===== config.mk =====
export PLATFORM = sky130hd
export DESIGN_NAME = wr_ptr_burst
export DESIGN_NICKNAME = d
export VERILOG_FILES = /design/src/rtl/wr_ptr_burst.sv
export SDC_FILE = /design/constraint.sdc
export NUM_CORES = 1
export LEC_CHECK = 0
export CORE_ASPECT_RATIO = 2
export CORE_MARGIN = 2
export CORE_UTILIZATION = 45
export CTS_CLUSTER_DIAMETER = 150
export CTS_CLUSTER_SIZE = 8
export DETAILED_ROUTE_END_ITERATION = 16
export MAX_ROUTING_LAYER = met4
export PLACE_DENSITY = 0.76
export SLEW_MARGIN = 20
export SYNTH_ARGS = -nofsm -noshare
export SYNTH_HDL_FRONTEND = slang
export SYNTH_SLANG_ARGS = --single-unit

===== constraint.sdc =====
create_clock -name clk -period 6.7 [get_ports clk]
set_input_delay 1.34 -clock clk [delete_from_list [all_inputs] [get_ports clk]]
set_output_delay 1.34 -clock clk [all_outputs]
set_load 0.03 [all_outputs]

===== src/rtl/wr_ptr_burst.sv =====
// Write-side pointer controller for the AXI-Stream FIFO.
// Accepts 1..MAX_INCR entries per cycle; rejects writes that do not fit.
module wr_ptr_burst #(
    parameter int ALEN      = 8,
    parameter int MAX_INCR  = 4,
    parameter int AF_THRESH = 4,
    parameter int CLEN      = $clog2(MAX_INCR + 1)
) (
    input  logic            clk,
    input  logic            rstn,
    input  logic            i_wen,
    input  logic [CLEN-1:0] i_wlen,
    input  logic [ALEN:0]   i_rptr,
    input  logic            i_ovf_clr,
    output logic [ALEN-1:0] o_waddr,
    output logic            o_ram_wen,
    output logic [ALEN:0]   o_wptr,
    output logic [ALEN:0]   o_wptr_gray,
    output logic [ALEN:0]   o_wfree,
    output logic            o_wfull,
    output logic            o_wafull,
    output logic            o_woverflow,
    output logic            o_woverflow_sticky
);

    localparam int PW = ALEN + 1;
    localparam logic [PW-1:0] DEPTH_P = PW'(2 ** ALEN);
    localparam logic [PW-1:0] AF_P    = PW'(AF_THRESH);

    logic [PW-1:0] wptr_q, wptr_d;
    logic [PW-1:0] gray_q, gray_d;
    logic [PW-1:0] free_q, free_d;
    logic          full_q, full_d;
    logic          afull_q, afull_d;
    logic          ovf_q, ovf_d;
    logic          sticky_q, sticky_d;

    logic [PW-1:0] wlen_x;
    logic [PW-1:0] used_c;
    logic [PW-1:0] free_c;
    logic [PW-1:0] used_n;
    logic          req_c;
    logic          fit_c;
    logic          accept_c;
    logic          reject_c;

    // Current free space; a read pointer claiming more than DEPTH used
    // is treated as a completely full FIFO.
    always_comb begin
        wlen_x   = PW'(i_wlen);
        used_c   = wptr_q - i_rptr;
        free_c   = (used_c > DEPTH_P) ? '0 : DEPTH_P - used_c;
        req_c    = i_wen & (i_wlen != '0);
        fit_c    = (wlen_x <= free_c);
        accept_c = req_c & fit_c;
        reject_c = req_c & ~fit_c;
    end

    // Next pointer and status derived from it and the present read pointer.
    always_comb begin
        wptr_d   = accept_c ? (wptr_q + wlen_x) : wptr_q;
        gray_d   = wptr_d ^ (wptr_d >> 1);
        used_n   = wptr_d - i_rptr;
        free_d   = (used_n > DEPTH_P) ? '0 : DEPTH_P - used_n;
        full_d   = (free_d == '0);
        afull_d  = (free_d <= AF_P);
        ovf_d    = reject_c;
        sticky_d = reject_c | (sticky_q & ~i_ovf_clr);
    end

    // State and registered status.
    always_ff @(posedge clk or negedge rstn) begin
        if (!rstn) begin
            wptr_q   <= '0;
            gray_q   <= '0;
            free_q   <= DEPTH_P;
            full_q   <= 1'b0;
            afull_q  <= 1'b0;
            ovf_q    <= 1'b0;
            sticky_q <= 1'b0;
        end else begin
            wptr_q   <= wptr_d;
            gray_q   <= gray_d;
            free_q   <= free_d;
            full_q   <= full_d;
            afull_q  <= afull_d;
            ovf_q    <= ovf_d;
            sticky_q <= sticky_d;
        end
    end

    assign o_waddr            = wptr_q[ALEN-1:0];
    assign o_ram_wen          = accept_c;
    assign o_wptr             = wptr_q;
    assign o_wptr_gray        = gray_q;
    assign o_wfree            = free_q;
    assign o_wfull            = full_q;
    assign o_wafull           = afull_q;
    assign o_woverflow        = ovf_q;
    assign o_woverflow_sticky = sticky_q;

endmodule


## After elaboration in Yosys (flattened, before gate mapping)

Index checks and enable logic that the tools add are counted.

- Register bits: 31
- Input bits: 16
- Output and inout bits: 40
- Logic and storage cells: 29

- Add/sub/neg operators: 5
- $lt $le $gt $ge: 4
- Mux-type cells: 3
- Bitwise operators: 8
- Reductions and logical operators: 2

Operator list:

| kind | count |
|---|---|
| $mux W9 | 3 |
| $gt A9 B9 Y1 const B | 2 |
| $sub A9 B9 Y9 | 2 |
| $sub A9 B9 Y9 const A | 2 |
| $add A9 B3 Y9 | 1 |
| $le A3 B9 Y1 | 1 |
| $le A9 B3 Y1 const B | 1 |
| $logic_not A9 Y1 | 1 |
| $xor A9 B8 Y9 | 1 |
| $and A1 B1 Y1 | 4 |
| $reduce_bool A3 Y1 | 1 |
| $not A1 Y1 | 2 |
| $or A1 B1 Y1 | 1 |

## Longest topological paths before layout

- Depth in word-level cells: 10
- Gate-level depth with buffers: 32
- Mapped depth without buffers: 31

## Worst setup path before layout

OpenSTA, ideal clock, no wires.

- Kind: input-to-reg
- Start: input i_rptr[0]
- End: register full_q (netlist: o_wfull)
- Arrival: 6890 ps
- Required time: 6621 ps
- Setup slack: -270 ps
- Stages on the path: 30
- Buffers on the path: 0
- Cells stage by stage: ha_1 fa_1 nand2b_1 a21oi_1 and3_1 o21ai_0 o31ai_1 nand2_1 ha_1 nor2b_1 o21ai_0 a32oi_1 and3_1 nand3_1 a21o_2 nand2_1 inv_1 a21oi_1 ha_1 inv_1 fa_1 nand2_1 nand2_1 a211oi_1 nor2_1 or3_4 or4_1 mux2i_1 a31oi_1 mux2i_1

- Word-level cells in the longest chain between the ends: 10
- Elaborated cells between the ends (all ways): 12
- Classes of those cells: add/sub (4); order compare (3); mux (3); bitwise (1); reduce/logical (1)

RTL lines:

| what | line | source |
|---|---|---|
| from (decl) | 13 | `input logic [ALEN:0] i_rptr,` |
| $sub A9 B9 Y9 * | 51 | `used_c = wptr_q - i_rptr;` |
| $sub A9 B9 Y9 or $gt A9 B9 Y1 (tied branches) | 52 | `free_c = (used_c > DEPTH_P) ? '0 : DEPTH_P - used_c;` |
| $mux W9 * | 52 |  |
| $le A3 B9 Y1 * | 54 | `fit_c = (wlen_x <= free_c);` |
| $and A1 B1 Y1 * | 55 | `accept_c = req_c & fit_c;` |
| via o_ram_wen | 16 | `output logic o_ram_wen,` |
| $mux W9 * | 61 | `wptr_d = accept_c ? (wptr_q + wlen_x) : wptr_q;` |
| $sub A9 B9 Y9 * | 63 | `used_n = wptr_d - i_rptr;` |
| $sub A9 B9 Y9 or $gt A9 B9 Y1 (tied branches) | 64 | `free_d = (used_n > DEPTH_P) ? '0 : DEPTH_P - used_n;` |
| $mux W9 * | 64 |  |
| $logic_not A9 Y1 * | 65 | `full_d = (free_d == '0);` |
| via full_d | 33 | `logic full_q, full_d;` |
| to (signal assigned) | 85 | `full_q <= full_d;` |
| to (decl) | 33 |  |

Mark *: on every way through the listed nets, which the timed path passes. The rest lies on a longest branch.

## Final worst setup path

- Start: input i_rptr[0]
- End: register full_q (netlist: o_wfull)

- Word-level cells in the longest chain between the ends: 10
- Elaborated cells between the ends (all ways): 12
- Classes of those cells: add/sub (4); order compare (3); mux (3); bitwise (1); reduce/logical (1)

RTL lines:

| what | line |
|---|---|
| $sub A9 B9 Y9 | 51 |
| $sub A9 B9 Y9 or $gt A9 B9 Y1 (tied branches) | 52 |
| $mux W9 | 52 |
| $le A3 B9 Y1 | 54 |
| $and A1 B1 Y1 | 55 |
| $mux W9 | 61 |
| $sub A9 B9 Y9 * | 63 |
| $sub A9 B9 Y9 or $gt A9 B9 Y1 (tied branches) | 64 |
| $mux W9 * | 64 |
| $logic_not A9 Y1 * | 65 |
| via full_d | 33 |

Marked as above.

==> flow_summary.ini <==
[logic_synthesis]
synth_area_leaders = dfrtp_1 28%, ha_1 12%, xnor2_1 6.5%, xor2_1 5.1%, a21oi_1 3.5%
syn_nets = 325
synth.avg_cell_area_um2 = 9.06
synth_top_area_share_pct = 28.4
netlist_instances = 282
async_reset_ff_share_pct = 100
synth_edf_count = 0
synth.most_common_cell = dfrtp_1
syn-cell-area_um2 = 2550
synth_common_cells = 29 x dfrtp_1, 24 x ha_1, 23 x nor2_1, 20 x inv_1, 19 x xnor2_1
yosysUniqueCellTypes = 56
yosysSeqAreaShare_pct = 29.4
synth_seq_cells = 30
ys.flop_type = dfrtp_1
synth_top_cell_by_area = dfrtp_1
ys.warnings.count = 0

[min_path]
holdPathEnd = o_woverflow_sticky
whs_path_depth = 2
hp-class = reg -> reg
worstHoldStart = o_woverflow_sticky

[timing]
fin_tns_setup_ns = 0
worst_pin_slew_ns = 0.546
timing.final.crit_share_pct = 98.6
finalHoldViolations = 0
maxSlewHeadroom_pct = 63.5
finalSetupViolCount = 0
clock.fmax_ghz = 0.151
period_needed_ns = 6.61
holdWs_ns = 0.557
slew_violations = 0
clock_skew_ns = 0.00991

[cts]
cts_hold_buffers = 0
clk_latency_ns = 0.29
cts_buffers = 5
cts_buffer_depth = 2
cts_root_buf = clkbuf_8
h-tree-depth = 2
clock_sinks = 30
cts.clk_slew.worst_paths_ns = 0.07
cts_tree = built

[floorplan]
placement_rows = 38
ios = 56
core-area_um2 = 5470
die_area_um2 = 6330
die_w_um = 57.3
start_util_pct = 46.7
die_y_um = 111

[worst_setup_path]
critPathMaxStageDelay_ns = 0.39
start_kind = input pin
critPathSlowestCell = or3_4
worstReg2RegStart = o_wptr[0]
arrival_ns = 6.78
r2r_setup_slack_ns = 0.67
cp.required_ns = 6.87
reg2reg_depth = 34
r2r_end = o_wfull
end_kind = register
crit_type = in -> reg
cp_max_fo = 5

[routing]
drc = 0
drt_iter0_markers = 74
finalWirelength_um = 8040
wire_per_inst_um = 17.1
via_per_inst = 5.66
antenna_left = 0
first_pass_iters = 4
vias = 2662

[final_layout]
design_area_um2 = 4230
num_antenna_cells = 0
fill_cells = 340
nets = 452
layout-drive-gt1-share_pct = 42.7
area_delta_synth_final_pct = 65.4

[global_route]
antenna_found_initial = 0
grt_pass1_vias = 2682
gr-usage-all-layers_pct = 24.4
grt-ovfl-total = 0
grt_max_degree = 31
grt_pass1_wl_um = 11800

[placement]
io_buffers = 55
gp_congestion = 0.817
placed_area_um2 = 3580
post-dp-hpwl_um = 5550

[job]
cap_violations = 0

[run_status]
outcome = finished clean
cells by family (layout without fill, tap and decap cells):
logic type / count (synthesis) / after routing / share of synthesized area, %
AOI/OAI and AO/OA: 60 / 60 / 15.7
xor gates and xnor gates: 35 / 35 / 12.3
adders and majority gates: 27 / 27 / 14.1
buffers and inverters: 33 / 161 / 6.61
DFF: 30 / 30 / 29.4
muxes: 9 / 9 / 3.77
and+or+nand+nor: 88 / 88 / 18.1
stage by stage:
stage	instances	setup WS, ns	util, %
4_1_cts	464	0.0116	72.0
3_3_place_gp	446	-0.683	65.5
3_5_place_dp	446	-0.895	65.5
6_report	470	0.0938	77.3
2_1_floorplan	282	0.00185	-
5_1_grt	470	-0.194	77.3
cells in the final DEF (no fill, tap or decap), types with 3 or more instances in the layout:
| cell | n |
|---|---|
| a31oi_1 | 3 |
| clkbuf_8 | 6 |
| xnor2_2 | 4 |
| nand2b_4 | 4 |
| nand3_1 | 3 |
| nand2_4 | 3 |
| a21oi_1 | 13 |
| a21oi_2 | 3 |
| a21o_1 | 7 |
| nand3_2 | 4 |
| ha_4 | 10 |
| ha_1 | 13 |
| a211oi_2 | 3 |
| xor2_2 | 3 |
| mux2_2 | 4 |
| nor2_2 | 5 |
| nor3_1 | 5 |
| nor3b_1 | 3 |
| nand2b_1 | 3 |
| buf_4 | 77 |
| clkdlybuf4s50_1 | 46 |
| nand2_1 | 10 |
| mux2i_1 | 3 |
| xor2_1 | 12 |
| nor2_1 | 18 |
| xnor2_1 | 16 |
| o21a_1 | 3 |
| dfrtp_1 | 29 |
| inv_2 | 8 |
| nand3b_1 | 3 |
| inv_1 | 11 |
| nand2_2 | 3 |
| nor3_2 | 3 |
| dlymetal6s2s_1 | 5 |
worst max path at each step:
stage / start / endpoint / slack [ns] / cells past startpoint
after floorplan: i_rptr[2] / o_wfull / 0.002 / 30
after global placement: i_rptr[5] / o_wfree[8] / -0.68 / 30
after detailed placement: i_rptr[5] / o_wfull / -0.90 / 29
after CTS: i_rptr[3] / o_wfull / 0.01 / 32
after global routing: i_rptr[0] / o_wfull / -0.19 / 29
final: i_rptr[0] / o_wfull / 0.09 / 34
state kept, by name (all words and copies together), names as in the netlist:
register	flops
o_wptr_gray	9
o_wafull	1
o_wfull	1
o_woverflow	1
o_wptr	8
o_wfree	9
o_woverflow_sticky	1
area by class of cell:
| cell class | count | area, µm² | share of cell area [%] |
|---|---|---|---|
| Multi-Input combinational cell | 219 | 2080 | 49.3 |
| Timing Repair Buffer | 133 | 1140 | 27.1 |
| Sequential cell | 30 | 752 | 17.8 |
| Clock buffer | 6 | 82.6 | 1.95 |
| Inverter | 20 | 77.6 | 1.84 |
| Tap cell | 60 | 75.1 | 1.78 |
| Clock inverter | 2 | 12.5 | 0.296 |
metal layers:
| layer | GRT usage, % | part of all wire, % | vias to the layer above |
|---|---|---|---|
| met4 | 16.0 | 6.2 | 0 |
| met1 | 21.5 | 33 | 1305 |
| met5 | - | 0 | - |
| li1 | - | - | 1233 |
| met2 | 46.1 | 59 | 82 |
| met3 | 2.11 | 2.4 | 42 |
timing repair:
action | 4_1_cts | 5_1_grt
endpoints found under the setup margin | 11 | 11
gates resized for setup | 44 | 56
setup buffers | 10 | 6
cloned | 0 | 0
pin swaps | 24 | 36
critical path: cells and delay by family:
kind | cells | cell delay [ns]
AOI/OAI and AO/OA | 8 | 1.56
adders and majority gates | 4 | 1.00
buffers and inverters | 7 | 0.78
muxes | 2 | 0.31
and+or+nand+nor | 13 | 1.78
Power is not shown: default switching activity piles up to over one toggle a cycle in this logic, so the estimate is an artifact.
